`src/rtl/blit_pkg.sv`:
```
// Shared encodings and default widths for the rectangle blitter.
package blit_pkg;

   localparam int unsigned BLIT_PIX_W     = 8;
   localparam int unsigned BLIT_ADDR_W    = 16;
   localparam int unsigned BLIT_DIM_W     = 8;
   localparam int unsigned BLIT_FB_STRIDE = 320;

   localparam logic [1:0] BLIT_COPY       = 2'd0;
   localparam logic [1:0] BLIT_COPY_KEYED = 2'd1;
   localparam logic [1:0] BLIT_FILL       = 2'd2;

   localparam logic [1:0] S_IDLE = 2'd0;
   localparam logic [1:0] S_RD   = 2'd1;
   localparam logic [1:0] S_WR   = 2'd2;
   localparam logic [1:0] S_DONE = 2'd3;

   // Mode 3 is reserved and behaves as FILL, so bit 1 alone selects fill.
   function automatic logic is_fill(input logic [1:0] mode);
      return mode[1];
   endfunction

endpackage

```
`src/rtl/blit_addr_gen.sv`:
```
// Raster walker: x/y counters plus running source and framebuffer addresses, incrementers only.
module blit_addr_gen
   import blit_pkg::*;
#(
   parameter int unsigned ADDR_W    = BLIT_ADDR_W,
   parameter int unsigned DIM_W     = BLIT_DIM_W,
   parameter int unsigned FB_STRIDE = BLIT_FB_STRIDE
) (
   input  logic              clock,
   input  logic              reset,
   input  logic              start,
   input  logic              step,
   input  logic [ADDR_W-1:0] src_base,
   input  logic [ADDR_W-1:0] dst_base,
   input  logic [DIM_W-1:0]  w,
   input  logic [DIM_W-1:0]  h,
   output logic [ADDR_W-1:0] src_addr,
   output logic [ADDR_W-1:0] dst_addr,
   output logic              last_pix
);

   localparam logic [ADDR_W-1:0] STRIDE = ADDR_W'(FB_STRIDE);

   logic [DIM_W-1:0]  x_q;
   logic [DIM_W-1:0]  y_q;
   logic [DIM_W-1:0]  w_q;
   logic [DIM_W-1:0]  h_q;
   logic [ADDR_W-1:0] row_q;
   logic              last_col;

   // Row carry and last-pixel are decoded from the same counter state.
   assign last_col = (x_q == (w_q - DIM_W'(1)));
   assign last_pix = last_col && (y_q == (h_q - DIM_W'(1)));

   always_ff @(posedge clock or negedge reset) begin
      if (!reset) begin
         x_q      <= '0;
         y_q      <= '0;
         w_q      <= '0;
         h_q      <= '0;
         row_q    <= '0;
         src_addr <= '0;
         dst_addr <= '0;
      end else if (start) begin
         x_q      <= '0;
         y_q      <= '0;
         w_q      <= w;
         h_q      <= h;
         row_q    <= dst_base;
         src_addr <= src_base;
         dst_addr <= dst_base;
      end else if (step && !last_pix) begin
         // Source rows are packed, so the source pointer simply counts up.
         src_addr <= src_addr + ADDR_W'(1);
         if (last_col) begin
            x_q      <= '0;
            y_q      <= y_q + DIM_W'(1);
            row_q    <= row_q + STRIDE;
            dst_addr <= row_q + STRIDE;
         end else begin
            x_q      <= x_q + DIM_W'(1);
            dst_addr <= dst_addr + ADDR_W'(1);
         end
      end
   end

endmodule

```
`src/rtl/blit_engine.sv`:
```
// Single-command rectangle blitter: copy, colour-keyed copy or solid fill into the framebuffer.
module blit_engine
   import blit_pkg::*;
#(
   parameter int unsigned PIX_W     = BLIT_PIX_W,
   parameter int unsigned ADDR_W    = BLIT_ADDR_W,
   parameter int unsigned DIM_W     = BLIT_DIM_W,
   parameter int unsigned FB_STRIDE = BLIT_FB_STRIDE
) (
   input  logic              clock,
   input  logic              reset,
   input  logic              cmd_valid,
   output logic              cmd_ready,
   input  logic [1:0]        cmd_mode,
   input  logic [ADDR_W-1:0] cmd_src,
   input  logic [ADDR_W-1:0] cmd_dst,
   input  logic [DIM_W-1:0]  cmd_w,
   input  logic [DIM_W-1:0]  cmd_h,
   input  logic [PIX_W-1:0]  cmd_color,
   input  logic [PIX_W-1:0]  cmd_key,
   output logic              src_rd_en,
   output logic [ADDR_W-1:0] src_addr,
   input  logic [PIX_W-1:0]  src_rd_data,
   output logic              fb_wr_en,
   output logic [ADDR_W-1:0] fb_addr,
   output logic [PIX_W-1:0]  fb_wr_data,
   input  logic              fb_wait,
   output logic              busy,
   output logic              done
);

   logic [1:0]       state_q;
   logic [1:0]       state_d;
   logic [1:0]       mode_q;
   logic [PIX_W-1:0] color_q;
   logic [PIX_W-1:0] key_q;
   logic [PIX_W-1:0] hold_q;
   logic             first_q;
   logic             wr_q;
   logic             start;
   logic             step;
   logic             last_pix;
   logic             zero_dim;
   logic             fill_q;
   logic             skip;

   assign zero_dim = (cmd_w == '0) || (cmd_h == '0);
   assign fill_q   = is_fill(mode_q);

   // A keyed pixel is dropped in its first WR cycle, before fb_wait can matter.
   assign skip = (mode_q == BLIT_COPY_KEYED) && first_q && (src_rd_data == key_q);

   // Read data arrives in the first WR cycle; later stall cycles replay the captured copy.
   assign fb_wr_en   = wr_q && !skip;
   assign fb_wr_data = !wr_q   ? '0 :
                       fill_q  ? color_q :
                       first_q ? src_rd_data : hold_q;

   blit_addr_gen #(
      .ADDR_W    (ADDR_W),
      .DIM_W     (DIM_W),
      .FB_STRIDE (FB_STRIDE)
   ) u_addr_gen (
      .clock    (clock),
      .reset    (reset),
      .start    (start),
      .step     (step),
      .src_base (cmd_src),
      .dst_base (cmd_dst),
      .w        (cmd_w),
      .h        (cmd_h),
      .src_addr (src_addr),
      .dst_addr (fb_addr),
      .last_pix (last_pix)
   );

   // Next-state and step/start strobes.
   always_comb begin
      state_d = state_q;
      start   = 1'b0;
      step    = 1'b0;
      case (state_q)
         S_IDLE: begin
            if (cmd_valid) begin
               start = 1'b1;
               if (zero_dim) begin
                  state_d = S_DONE;
               end else if (is_fill(cmd_mode)) begin
                  state_d = S_WR;
               end else begin
                  state_d = S_RD;
               end
            end
         end
         S_RD: begin
            state_d = S_WR;
         end
         S_WR: begin
            if (skip || !fb_wait) begin
               step = 1'b1;
               if (last_pix) begin
                  state_d = S_DONE;
               end else if (fill_q) begin
                  state_d = S_WR;
               end else begin
                  state_d = S_RD;
               end
            end
         end
         S_DONE: begin
            state_d = S_IDLE;
         end
         default: begin
            state_d = S_IDLE;
         end
      endcase
   end

   // State, command latch and registered status outputs.
   always_ff @(posedge clock or negedge reset) begin
      if (!reset) begin
         state_q   <= S_IDLE;
         mode_q    <= BLIT_COPY;
         color_q   <= '0;
         key_q     <= '0;
         hold_q    <= '0;
         first_q   <= 1'b0;
         wr_q      <= 1'b0;
         src_rd_en <= 1'b0;
         cmd_ready <= 1'b1;
         busy      <= 1'b0;
         done      <= 1'b0;
      end else begin
         state_q   <= state_d;
         first_q   <= (state_q == S_RD);
         wr_q      <= (state_d == S_WR);
         src_rd_en <= (state_d == S_RD);
         cmd_ready <= (state_d == S_IDLE);
         busy      <= (state_d != S_IDLE);
         done      <= (state_d == S_DONE);
         if (first_q) begin
            hold_q <= src_rd_data;
         end
         if (start) begin
            mode_q  <= cmd_mode;
            color_q <= cmd_color;
            key_q   <= cmd_key;
         end
      end
   end

endmodule

```
`config.mk`:
```
export PLATFORM = sky130hd
export DESIGN_NAME = blit_engine
export DESIGN_NICKNAME = d
export VERILOG_FILES = /design/src/rtl/blit_pkg.sv /design/src/rtl/blit_addr_gen.sv /design/src/rtl/blit_engine.sv
export SDC_FILE = /design/constraint.sdc
export NUM_CORES = 1
export LEC_CHECK = 0
export CORE_ASPECT_RATIO = 0.7
export CORE_MARGIN = 2
export CORE_UTILIZATION = 53
export CTS_CLUSTER_SIZE = 20
export DETAILED_ROUTE_END_ITERATION = 12
export PLACE_DENSITY = 0.81
export SLEW_MARGIN = 20
export SYNTH_ARGS = -nofsm -noshare
export SYNTH_HDL_FRONTEND = slang
export SYNTH_SLANG_ARGS = --single-unit
```
`constraint.sdc`:
```
create_clock -name clock -period 3.1 [get_ports clock]
set_clock_uncertainty 0.15 [all_clocks]
set_input_delay 0.775 -clock clock [delete_from_list [all_inputs] [get_ports clock]]
set_output_delay 0.775 -clock clock [all_outputs]
set_load 0.01 [all_outputs]
```
==> out/results.txt <==
Layout area overhead: 33.1%
Setup crit end kind: output port
Detailed Routing Iterations Pass 1: 6
via count: 5885
Area contributors post-synth: dfrtp_1 (44%), nand2_1 (9.2%), xor2_1 (4.4%), xnor2_1 (3.9%), nor2_1 (3.3%)
RSZ-0062 raised after global routing: false
Reg power frac: 33.8%
root buffer cell: clkbuf_16
clk_lat worst skew: 420 ps
Total Wirelength: 17.1 mm
Seq/Total Area, Yosys: 44.8%
Inst Count DP: 982
1st-iter DRT viols: 404
Sink Count: 114
crit path time final: 2970 ps
overflow left after global routing: 0
max-cap viol count: 0
Buf+Inv Stages, Crit Path: 2
cell count after synthesis: 704
sw frac: 39.0%
Seq cells post-synth: 114
setup ws final: 126 ps
PortBufs: 122
clock tree buffer depth: 2
crit-path max FO: 2
non-filler cells, final: 1014
clock slew seen by the registers of the worst setup and hold paths: 60 ps
Post-synth EDFFs: 0
Final setup viols: 0
P_int: 0.00505 W
outcome: completed
RD Place Congestion: 0.900
ANT nets after route: 0
post-synth top area share: 44.4%
pre-CTS WS: -307 ps
die height: 95.7 um
Power Dens Cells: 977 nW/um^2
drt wl/cell: 16.9 um
startpoint class of the critical path: primary input
Vias/cell: 5.80
max_slew headroom: 59.0%
Comb power frac: 43.3%
Mapped Avg Cell Area: 9.04 sq um
vias in the first global route: 5727
CTS buffer count: 17
Fin. Hold Viols: 0
Hold WC Path Type: primary input to async pin
Fill cells: 864
longest individual stage delay on the worst path: 430 ps
DP HPWL: 12.2 mm
sw power: 0.00323 W
Worst EP arrival: 2050 ps
fmax: 336 MHz
I/O pin count: 123
multi-input logic area: 3290 sq um
CP max stage cell: clkdlybuf4s50_1
first-pass GRT wire length: 28.0 mm
overall routing resource usage: 27.8%
Leakage Power: 3.73 nW
ys async rst share: 100%
Die Wd: 135 um
most frequent cell after synthesis: nand2_1
initial antenna violation count: 0
die area: 12900 sq um
Synth top cells by count: nand2_1 (156), dfrtp_1 (113), nor2_1 (56)
area of the mapped netlist: 6370 sq um
Yosys top cell by area: dfrtp_1
# diodes: 0
site row count: 33
htree depth: 4
placed inst area: 7900 sq um
DRC: 0
Synth cell types: 76
core area: 11700 sq um
# nets final: 929
Pins Over Slew Limit: 0
Initial Util: 54.3%
ys flop type: dfrtp_1
CP Class: primary input to output port
final worst path period share: 95.9%
Hold Buf Count CTS: 0
YS warnings: 0
cell family with most CP delay: buffers and inverters
Worst Tran Pin Value: 609 ps
Seq. cell area: 2850 sq um
CP Data Required Time: 2170 ps
Final Cell Area: 8470 sq um
Clock power frac: 22.9%
layout cells sized above 1: 12.4%
crit path cell chain: clkdlybuf4s50_1, mux2_2, o211a_1, dlygate4sd2_1
syn nets: 789
worst vdd ir: 0.572 mV
CTS tree: done
largest net degree at the start of global routing: 48
## registers in the layout, indices dropped and copies added, names as in the netlist, 8 cells and up
name / count
u_addr_gen.y_q: 8
color_q: 8
hold_q: 8
u_addr_gen.src_addr: 16
u_addr_gen.row_q: 16
u_addr_gen.dst_addr: 16
key_q: 8
u_addr_gen.w_q: 8
u_addr_gen.x_q: 8
u_addr_gen.h_q: 8
## cell usage in the layout (no fill, tap or decap), drive strengths merged, types with 9 or more instances in the layout
master / n
xor2: 32
clkbuf: 19
clkinv: 9
nor3: 13
dfrtp: 113
nor2b: 9
inv: 18
a21oi: 25
xnor2: 28
o21ai: 42
nor2: 57
clkdlybuf4s50: 112
nand2: 157
nand3: 18
mux2: 13
buf: 37
o211ai: 12
## worst paths after layout
| path | from | end | slack, ps | cells past startpoint |
|---|---|---|---|---|
| max | src_rd_data[7] | fb_wr_data[7] | 130 | 4 |
| min in group clock | u_addr_gen.row_q[3]$_DFFE_PN0P_ | u_addr_gen.row_q[3]$_DFFE_PN0P_ | 320 | 2 |
| max reg2reg | u_addr_gen.h_q[2]$_DFFE_PN0P_ | wr_q$_DFF_PN0_ | 170 | 10 |
| min reg2reg | u_addr_gen.row_q[3]$_DFFE_PN0P_ | u_addr_gen.row_q[3]$_DFFE_PN0P_ | 320 | 2 |
| min | reset | u_addr_gen.dst_addr[15]$_DFFE_PN0P_ | 220 | 1 |
| max in group asynchronous | reset | hold_q[7]$_DFF_PN0_ | 1840 | 2 |
## per-stage QoR
| step | total power [W] | TNS, ps | util (%) | hold slack [ps] |
|---|---|---|---|---|
| 5_1_grt | 0.00880 | 0 | 72.2 | 267 |
| 4_1_cts | 0.00826 | 0 | 72.2 | 238 |
| 2_1_floorplan | 0.00490 | 0 | - | 287 |
| 3_5_place_dp | 0.00636 | -8800 | 67.3 | 308 |
| 3_3_place_gp | 0.00621 | -5120 | 67.3 | 302 |
| 6_report | 0.00828 | 0 | 72.2 | 222 |
## timing repair
action / in CTS / in global routing
gates resized for setup: 9 / 7
pin swaps: 0 / 2
endpoints found under the setup margin: 8 / 35
setup buffers: 0 / 0
## worst reg2reg max path, stage by stage, from the launching register on
cell and delay (ps):
dfrtp_1 460, nor4_4 380, nand2_1 120, xnor2_1 130, and3_1 200, o2111ai_4 350
buf_6 250, nor2_1 70, o311ai_1 410, inv_1 140, and2_1 180
## layout make-up
type / instances / area share (%)
multi-input cells: 536 / 38.9
flip-flops and latches: 114 / 33.7
repair buffers: 158 / 17.6
clock buffers: 18 / 5.07
well taps: 157 / 2.32
clock inverters: 14 / 1.65
inverters: 17 / 0.753
## power groups by stage
stage	combinational, W	clock, W	sequential (W)
after CTS	0.00357	0.00191	0.00278
after global routing	0.00395	0.00198	0.00287
after global placement	0.00346	0	0.00275
after detailed placement	0.00357	0	0.00279
after floorplan	0.00219	0	0.00271
final	0.00358	0.00189	0.00280
## cells by family (layout without fill, tap and decap cells)
family,Yosys count,after routing,share of synthesized area [%]
AOI/OAI and AO/OA,140,140,15.2
xor gates and xnor gates,60,60,8.25
buffers and inverters,54,207,3.69
adders and majority gates,7,7,1.38
and+or+nand+nor,309,309,23.2
DFF,114,114,44.8
muxes,20,20,3.40
## per-layer routing
layer  vias up  share of wire (%)  track usage (%)
met3        28                8.7             6.53
met5         -                  0                0
met1      2827                 44             38.4
li1       2746                  -                -
met2       284                 46             43.7
met4         0                1.2             9.55
Power figures use the tool's default switching activity.
